`src/rtl/datapath_defs_pkg.sv`:
```
// ============================================================================
// Module   : datapath_defs
// Purpose  : Register-file constants shared by the writeback path and the
//            register file.
// Revision : 1.0 - initial release
// ============================================================================
`default_nettype none

package datapath_defs;

    localparam int ZERO_REG       = 31;
    localparam int REG_ADDR_WIDTH = 5;
    localparam int REG_DATA_WIDTH = 64;

endpackage

`default_nettype wire

```
`src/rtl/writeback_fifo.sv`:
```
// ============================================================================
// Module   : writeback_fifo
// Purpose  : Synchronous load-result FIFO. Exposes every entry address and
//            valid bit so the parent can run a pending-write compare.
// Revision : 1.0 - initial release
// ============================================================================
`default_nettype none

module writeback_fifo #(
    parameter int DATA_WIDTH = 64,
    parameter int ADDR_WIDTH = 5,
    parameter int DEPTH      = 4
) (
    input  logic                                clock,
    input  logic                                reset,
    input  logic                                push,
    input  logic [ADDR_WIDTH-1:0]               push_address,
    input  logic [DATA_WIDTH-1:0]               push_data,
    input  logic                                pop,
    output logic [ADDR_WIDTH-1:0]               head_address,
    output logic [DATA_WIDTH-1:0]               head_data,
    output logic                                full,
    output logic                                empty,
    output logic [$clog2(DEPTH):0]              count,
    output logic [DEPTH-1:0][ADDR_WIDTH-1:0]    entry_address,
    output logic [DEPTH-1:0]                    entry_valid
);

    localparam int PTR_WIDTH = $clog2(DEPTH);
    localparam int CNT_WIDTH = PTR_WIDTH + 1;

    logic [DEPTH-1:0][ADDR_WIDTH-1:0] r_addr;
    logic [DEPTH-1:0][DATA_WIDTH-1:0] r_data;
    logic [DEPTH-1:0]                 r_valid;
    logic [PTR_WIDTH-1:0]             r_wr_ptr;
    logic [PTR_WIDTH-1:0]             r_rd_ptr;
    logic [CNT_WIDTH-1:0]             r_count;
    logic                             w_do_push;
    logic                             w_do_pop;

    assign full          = (r_count == CNT_WIDTH'(DEPTH));
    assign empty         = (r_count == '0);
    assign count         = r_count;
    assign head_address  = r_addr[r_rd_ptr];
    assign head_data     = r_data[r_rd_ptr];
    assign entry_address = r_addr;
    assign entry_valid   = r_valid;

    assign w_do_push = push && !full;
    assign w_do_pop  = pop && !empty;

    always_ff @(posedge clock or posedge reset) begin
        if (reset) begin
            r_wr_ptr <= '0;
            r_rd_ptr <= '0;
            r_count  <= '0;
            r_valid  <= '0;
        end else begin
            // Pop and push never target the same slot: pop needs non-empty,
            // push needs non-full, so equal pointers cannot coincide here.
            if (w_do_pop) begin
                r_rd_ptr          <= r_rd_ptr + PTR_WIDTH'(1);
                r_valid[r_rd_ptr] <= 1'b0;
            end
            if (w_do_push) begin
                r_wr_ptr          <= r_wr_ptr + PTR_WIDTH'(1);
                r_valid[r_wr_ptr] <= 1'b1;
            end
            if (w_do_push && !w_do_pop) begin
                r_count <= r_count + CNT_WIDTH'(1);
            end else if (w_do_pop && !w_do_push) begin
                r_count <= r_count - CNT_WIDTH'(1);
            end
        end
    end

    always_ff @(posedge clock) begin
        if (w_do_push) begin
            r_addr[r_wr_ptr] <= push_address;
            r_data[r_wr_ptr] <= push_data;
        end
    end

endmodule

`default_nettype wire

```
`src/rtl/writeback_arbiter.sv`:
```
// ============================================================================
// Module   : writeback_arbiter
// Purpose  : Merges ALU and load writebacks onto the single register-file
//            write port and reports pending-write hazards to decode.
// Revision : 1.0 - initial release
// ============================================================================
`default_nettype none

module writeback_arbiter
    import datapath_defs::*;
#(
    parameter int DATA_WIDTH = REG_DATA_WIDTH,
    parameter int ADDR_WIDTH = REG_ADDR_WIDTH,
    parameter int DEPTH      = 4
) (
    input  logic                  clock,
    input  logic                  reset,
    input  logic                  alu_valid,
    input  logic [ADDR_WIDTH-1:0] alu_address,
    input  logic [DATA_WIDTH-1:0] alu_data,
    input  logic                  mem_valid,
    output logic                  mem_ready,
    input  logic [ADDR_WIDTH-1:0] mem_address,
    input  logic [DATA_WIDTH-1:0] mem_data,
    output logic                  rf_write,
    output logic [ADDR_WIDTH-1:0] rf_address,
    output logic [DATA_WIDTH-1:0] rf_data,
    input  logic [ADDR_WIDTH-1:0] query_a,
    input  logic [ADDR_WIDTH-1:0] query_b,
    output logic                  hazard_a,
    output logic                  hazard_b,
    output logic [2:0]            pending
);

    localparam logic [ADDR_WIDTH-1:0] c_zero_reg = ADDR_WIDTH'(ZERO_REG);

    logic                             w_full;
    logic                             w_empty;
    logic [$clog2(DEPTH):0]           w_count;
    logic [ADDR_WIDTH-1:0]            w_head_address;
    logic [DATA_WIDTH-1:0]            w_head_data;
    logic [DEPTH-1:0][ADDR_WIDTH-1:0] w_entry_address;
    logic [DEPTH-1:0]                 w_entry_valid;
    logic                             w_alu_live;
    logic                             w_mem_live;
    logic                             w_pop;
    logic                             w_bypass;
    logic                             w_push;

    logic                             r_rf_write;
    logic [ADDR_WIDTH-1:0]            r_rf_address;
    logic [DATA_WIDTH-1:0]            r_rf_data;

    assign mem_ready  = !w_full;
    assign w_alu_live = alu_valid && (alu_address != c_zero_reg);
    // Loads to the zero register complete the handshake and vanish.
    assign w_mem_live = mem_valid && mem_ready && (mem_address != c_zero_reg);
    assign w_pop      = !w_alu_live && !w_empty;
    assign w_bypass   = !w_alu_live && w_empty && w_mem_live;
    assign w_push     = w_mem_live && !w_bypass;

    writeback_fifo #(
        .DATA_WIDTH (DATA_WIDTH),
        .ADDR_WIDTH (ADDR_WIDTH),
        .DEPTH      (DEPTH)
    ) u_fifo (
        .clock         (clock),
        .reset         (reset),
        .push          (w_push),
        .push_address  (mem_address),
        .push_data     (mem_data),
        .pop           (w_pop),
        .head_address  (w_head_address),
        .head_data     (w_head_data),
        .full          (w_full),
        .empty         (w_empty),
        .count         (w_count),
        .entry_address (w_entry_address),
        .entry_valid   (w_entry_valid)
    );

    always_ff @(posedge clock or posedge reset) begin
        if (reset) begin
            r_rf_write   <= 1'b0;
            r_rf_address <= '0;
            r_rf_data    <= '0;
        end else if (w_alu_live) begin
            r_rf_write   <= 1'b1;
            r_rf_address <= alu_address;
            r_rf_data    <= alu_data;
        end else if (w_pop) begin
            r_rf_write   <= 1'b1;
            r_rf_address <= w_head_address;
            r_rf_data    <= w_head_data;
        end else if (w_bypass) begin
            r_rf_write   <= 1'b1;
            r_rf_address <= mem_address;
            r_rf_data    <= mem_data;
        end else begin
            r_rf_write   <= 1'b0;
        end
    end

    assign rf_write   = r_rf_write;
    assign rf_address = r_rf_address;
    assign rf_data    = r_rf_data;
    assign pending    = 3'(w_count);

    // The output stage counts as pending: the register file only captures it
    // on the next edge, so a read this cycle would still return stale data.
    function automatic logic hazard_of(
        input logic [ADDR_WIDTH-1:0]            q,
        input logic [DEPTH-1:0]                 valid,
        input logic [DEPTH-1:0][ADDR_WIDTH-1:0] addrs,
        input logic                             wr,
        input logic [ADDR_WIDTH-1:0]            wr_addr
    );
        logic hit;
        hit = wr && (wr_addr == q);
        for (int i = 0; i < DEPTH; i++) begin
            if (valid[i] && (addrs[i] == q)) begin
                hit = 1'b1;
            end
        end
        return hit && (q != c_zero_reg);
    endfunction

    assign hazard_a = hazard_of(query_a, w_entry_valid, w_entry_address, r_rf_write, r_rf_address);
    assign hazard_b = hazard_of(query_b, w_entry_valid, w_entry_address, r_rf_write, r_rf_address);

endmodule

`default_nettype wire

```
`config.mk`:
```
export PLATFORM = sky130hd
export DESIGN_NAME = writeback_arbiter
export DESIGN_NICKNAME = d
export VERILOG_FILES = /design/src/rtl/datapath_defs_pkg.sv /design/src/rtl/writeback_fifo.sv /design/src/rtl/writeback_arbiter.sv
export SDC_FILE = /design/constraint.sdc
export NUM_CORES = 1
export LEC_CHECK = 0
export ABC_AREA = 1
export CORE_UTILIZATION = 50
export CTS_CLUSTER_DIAMETER = 200
export DETAILED_ROUTE_END_ITERATION = 6
export MAX_ROUTING_LAYER = met4
export PLACE_DENSITY = 0.74
export SLEW_MARGIN = 25
export SYNTH_ARGS = -nofsm -noshare
export SYNTH_HDL_FRONTEND = slang
export SYNTH_SLANG_ARGS = --single-unit
export TNS_END_PERCENT = 100
```
`constraint.sdc`:
```
create_clock -name clock -period 14 [get_ports clock]
set_clock_uncertainty 0.05 [all_clocks]
set_input_delay 3.5 -clock clock [delete_from_list [all_inputs] [get_ports clock]]
set_output_delay 3.5 -clock clock [all_outputs]
set_load 0.005 [all_outputs]
```
==> out/metrics.yaml <==
grt:
  grt_pass1_vias: 12312
  gr-total-overflow: 0
  antenna_found_initial: 4
  grt.total_usage_pct: 27.28
  grt_first_pass_wirelength_um: 68210
  grt_max_degree: 101
cells_and_area:
  fill_cells: 2630
  layout_common_cells: "nand2_1 (607), edfxtp_1 (276), nor2_1 (235)"
  drive_gt1_share_pct: 5.048
  area_growth_pct: 22.92
  num-nets-final: 2114
  final_common_cell: "nand2_1"
  final_core_util_pct: 63.03
critical_path:
  crit_required_ps: 10450
  crit_path_end_kind: "primary output"
  critPathLaunch: "query_a[4]"
  reg2reg_depth: 7
  path_max_fanout: 8
  regToRegEndpoint: "u_fifo.r_data[136]"
  regToRegSetupSlack_ps: 10140
  path_cells: "clkdlybuf4s50_1 -> inv_1 -> nand2_1 -> nand2_1 -> nor2_1 -> nand3_1 -> nand3_1 -> nor2_1 -> nor2_1 -> clkdlybuf4s50_1"
  critPathKind: "in2out"
  crit_path_frequent_cell: "nor2_1"
  crit_buf_inv: 3
  crit_slowest_cell: "clkdlybuf4s50_1"
  crit_arrival_ps: 5520
  r2r-start: "u_fifo.count[0]"
  path_delay_family: "buffers and inverters"
  start_kind: "input pin"
  cpPeakStageDelay_ps: 710
floorplanning:
  fp.dieH_um: 182.8
  core_um2: 31880
  die_w_um: 182.8
  start_util_pct: 51.28
  rows: 65
  pin_count: 228
  die_area_um2: 33420
timing:
  rsz0062_at_grt: "no"
  slew_viol_final: 0
  worst_slew_pin_slew_ps: 1018
  finalHoldViolations: 0
  fin_crit_ps: 9066
  fmaxAchievable_mhz: 110.3
  timing.setup.tns_ps: 0
  slew-limit-headroom_pct: 32.16
  setup-violations-final: 0
  post-route-period-util_pct: 64.76
min_path:
  hp-start: "rf_data[16]"
  hold_path.class: "reg2reg"
  hold-path-endpoint: "rf_data[16]"
  hold_depth: 2
clock_tree:
  cts_buffers: 37
  cts_tree: "yes"
  cts_hold_buf: 0
  clk_latency_ps: 510
  cts_buffer_depth: 3
  cts.sinks: 357
  htree_levels: 2
  ctsResizeCount: 0
  path_clk_slew_ps: 60
  post_cts.repair.setup_buffers: 0
  cts-root-buf: "clkbuf_16"
detailed_routing:
  drtIter0Drc: 1005
  via_count: 12656
  routed_wl_um: 43850
  routedWlPerCell_um: 18.12
  drc: 0
  vias_per_cell: 5.230
  antenna_left: 0
  dr.pass1.iters: 5
placement:
  io_buffers: 227
  hpwl_um: 26650
  gp_congestion: 0.9519
synthesis:
  syn_inst: 1759
  yosysTopAreaCellShare_pct: 50.70
  ys_ff_latch: 357
  synth_seq_area_share_pct: 63.10
  avgSynthCellArea_um2: 9.293
  synth.area.top_cells: "edfxtp_1 (51%), nand2_1 (14%), dfrtp_1 (12%), nor2_1 (5.5%), nand3_1 (4.2%)"
  synth.largest_area_cell: "edfxtp_1"
  ys_types: 29
  ys_warn_count: 0
  syn_nets: 1921
  syn_area_um2: 16350
pwr:
  ir_drop_mv: 0.1676
  p_leak_nw: 8.398
  power_density_nw_per_um2: 194.8
outcome:
  status: "completed"
run:
  drv_cap: 0
==> area by class of cell <==
cell class              instances  area [um2]  share of cell area (%)
diodes                          4       10.01                 0.04982
flip-flops and latches        357       10320                   51.36
multi-input cells            1200        5199                   25.87
clock inverters                11       107.6                  0.5355
inverters                     116       439.2                   2.186
repair buffers                240        2370                   11.79
clock buffers                  57        1104                   5.492
well taps                     435       544.3                   2.709
==> cells by family after synthesis <==
kind of cell / synth area share [%]
AOI/OAI and AO/OA: 5.013
xor gates and xnor gates: 0.2679
adders and majority gates: 0.8113
buffers and inverters: 5.419
DFF: 63.10
muxes: 0.06888
and+or+nand+nor: 25.32
==> worst max path at each step <==
| stage | end | depth (start not counted) |
|---|---|---|
| 6_report | hazard_a | 10 |
| 5_1_grt | hazard_a | 10 |
| 4_1_cts | hazard_a | 10 |
| 3_5_place_dp | hazard_a | 10 |
| 3_3_place_gp | hazard_a | 10 |
| 2_1_floorplan | hazard_b | 9 |
==> sequential cells by signal, indices dropped and copies added, names as in the netlist <==
signal                cells
u_fifo.r_wr_ptr           2
rf_address                5
u_fifo.r_data           256
rf_write                  1
u_fifo.entry_valid        4
u_fifo.r_rd_ptr           2
u_fifo.count              3
rf_data                  64
u_fifo.entry_address     20
==> per-layer routing <==
metal  part of all wire, %  vias up  track usage, %
li1                      -     6115               -
met1                    43     6042           35.38
met5                     0        -               -
met2                    48      421           44.66
met3                   6.5       78           4.011
met4                   2.5        0           8.433
==> Yosys cell counts, drive strengths merged <==
cell type    n
nand3b      20
buf         63
nor2       243
or2          9
inv        116
xnor2        1
clkbuf      23
nand2      612
ha           9
dfrtp       81
mux2         1
xor2         4
edfxtp     276
o211ai       3
o21ai      136
nor3         2
nand3      137
fa           1
a22oi        1
a21oi       21
==> where the power goes <==
group / switching [mW] / internal, mW / leakage [nW]
clock: 0.389 / 0.581 / 0.600
sequential: 0.164 / 1.44 / 3.49
combinational: 0.821 / 0.523 / 4.31
total: 1.37 / 2.54 / 8.40
==> metrics by stage <==
stage | hold WS (ps) | setup slack, ps | power (mW) | area (um2) | instances
global route | 463.5 | 4824 | 4.163 | 20090 | 2420
CTS | 435.8 | 4978 | 3.938 | 20080 | 2416
finish | 435.4 | 4934 | 3.915 | 20090 | 2420
floorplan | 410.8 | 6176 | 2.404 | 16350 | 1759
global placement | 417.0 | 4993 | 2.937 | 18870 | 2348
detailed placement | 414.9 | 4991 | 2.964 | 18870 | 2348
==> worst min-delay path, delay by kind of cell, from the launching register on <==
kind	cells	cell delay, ps
flip-flops	1	340
AND/OR/NAND/NOR	2	110
Power figures use the tool's default switching activity.
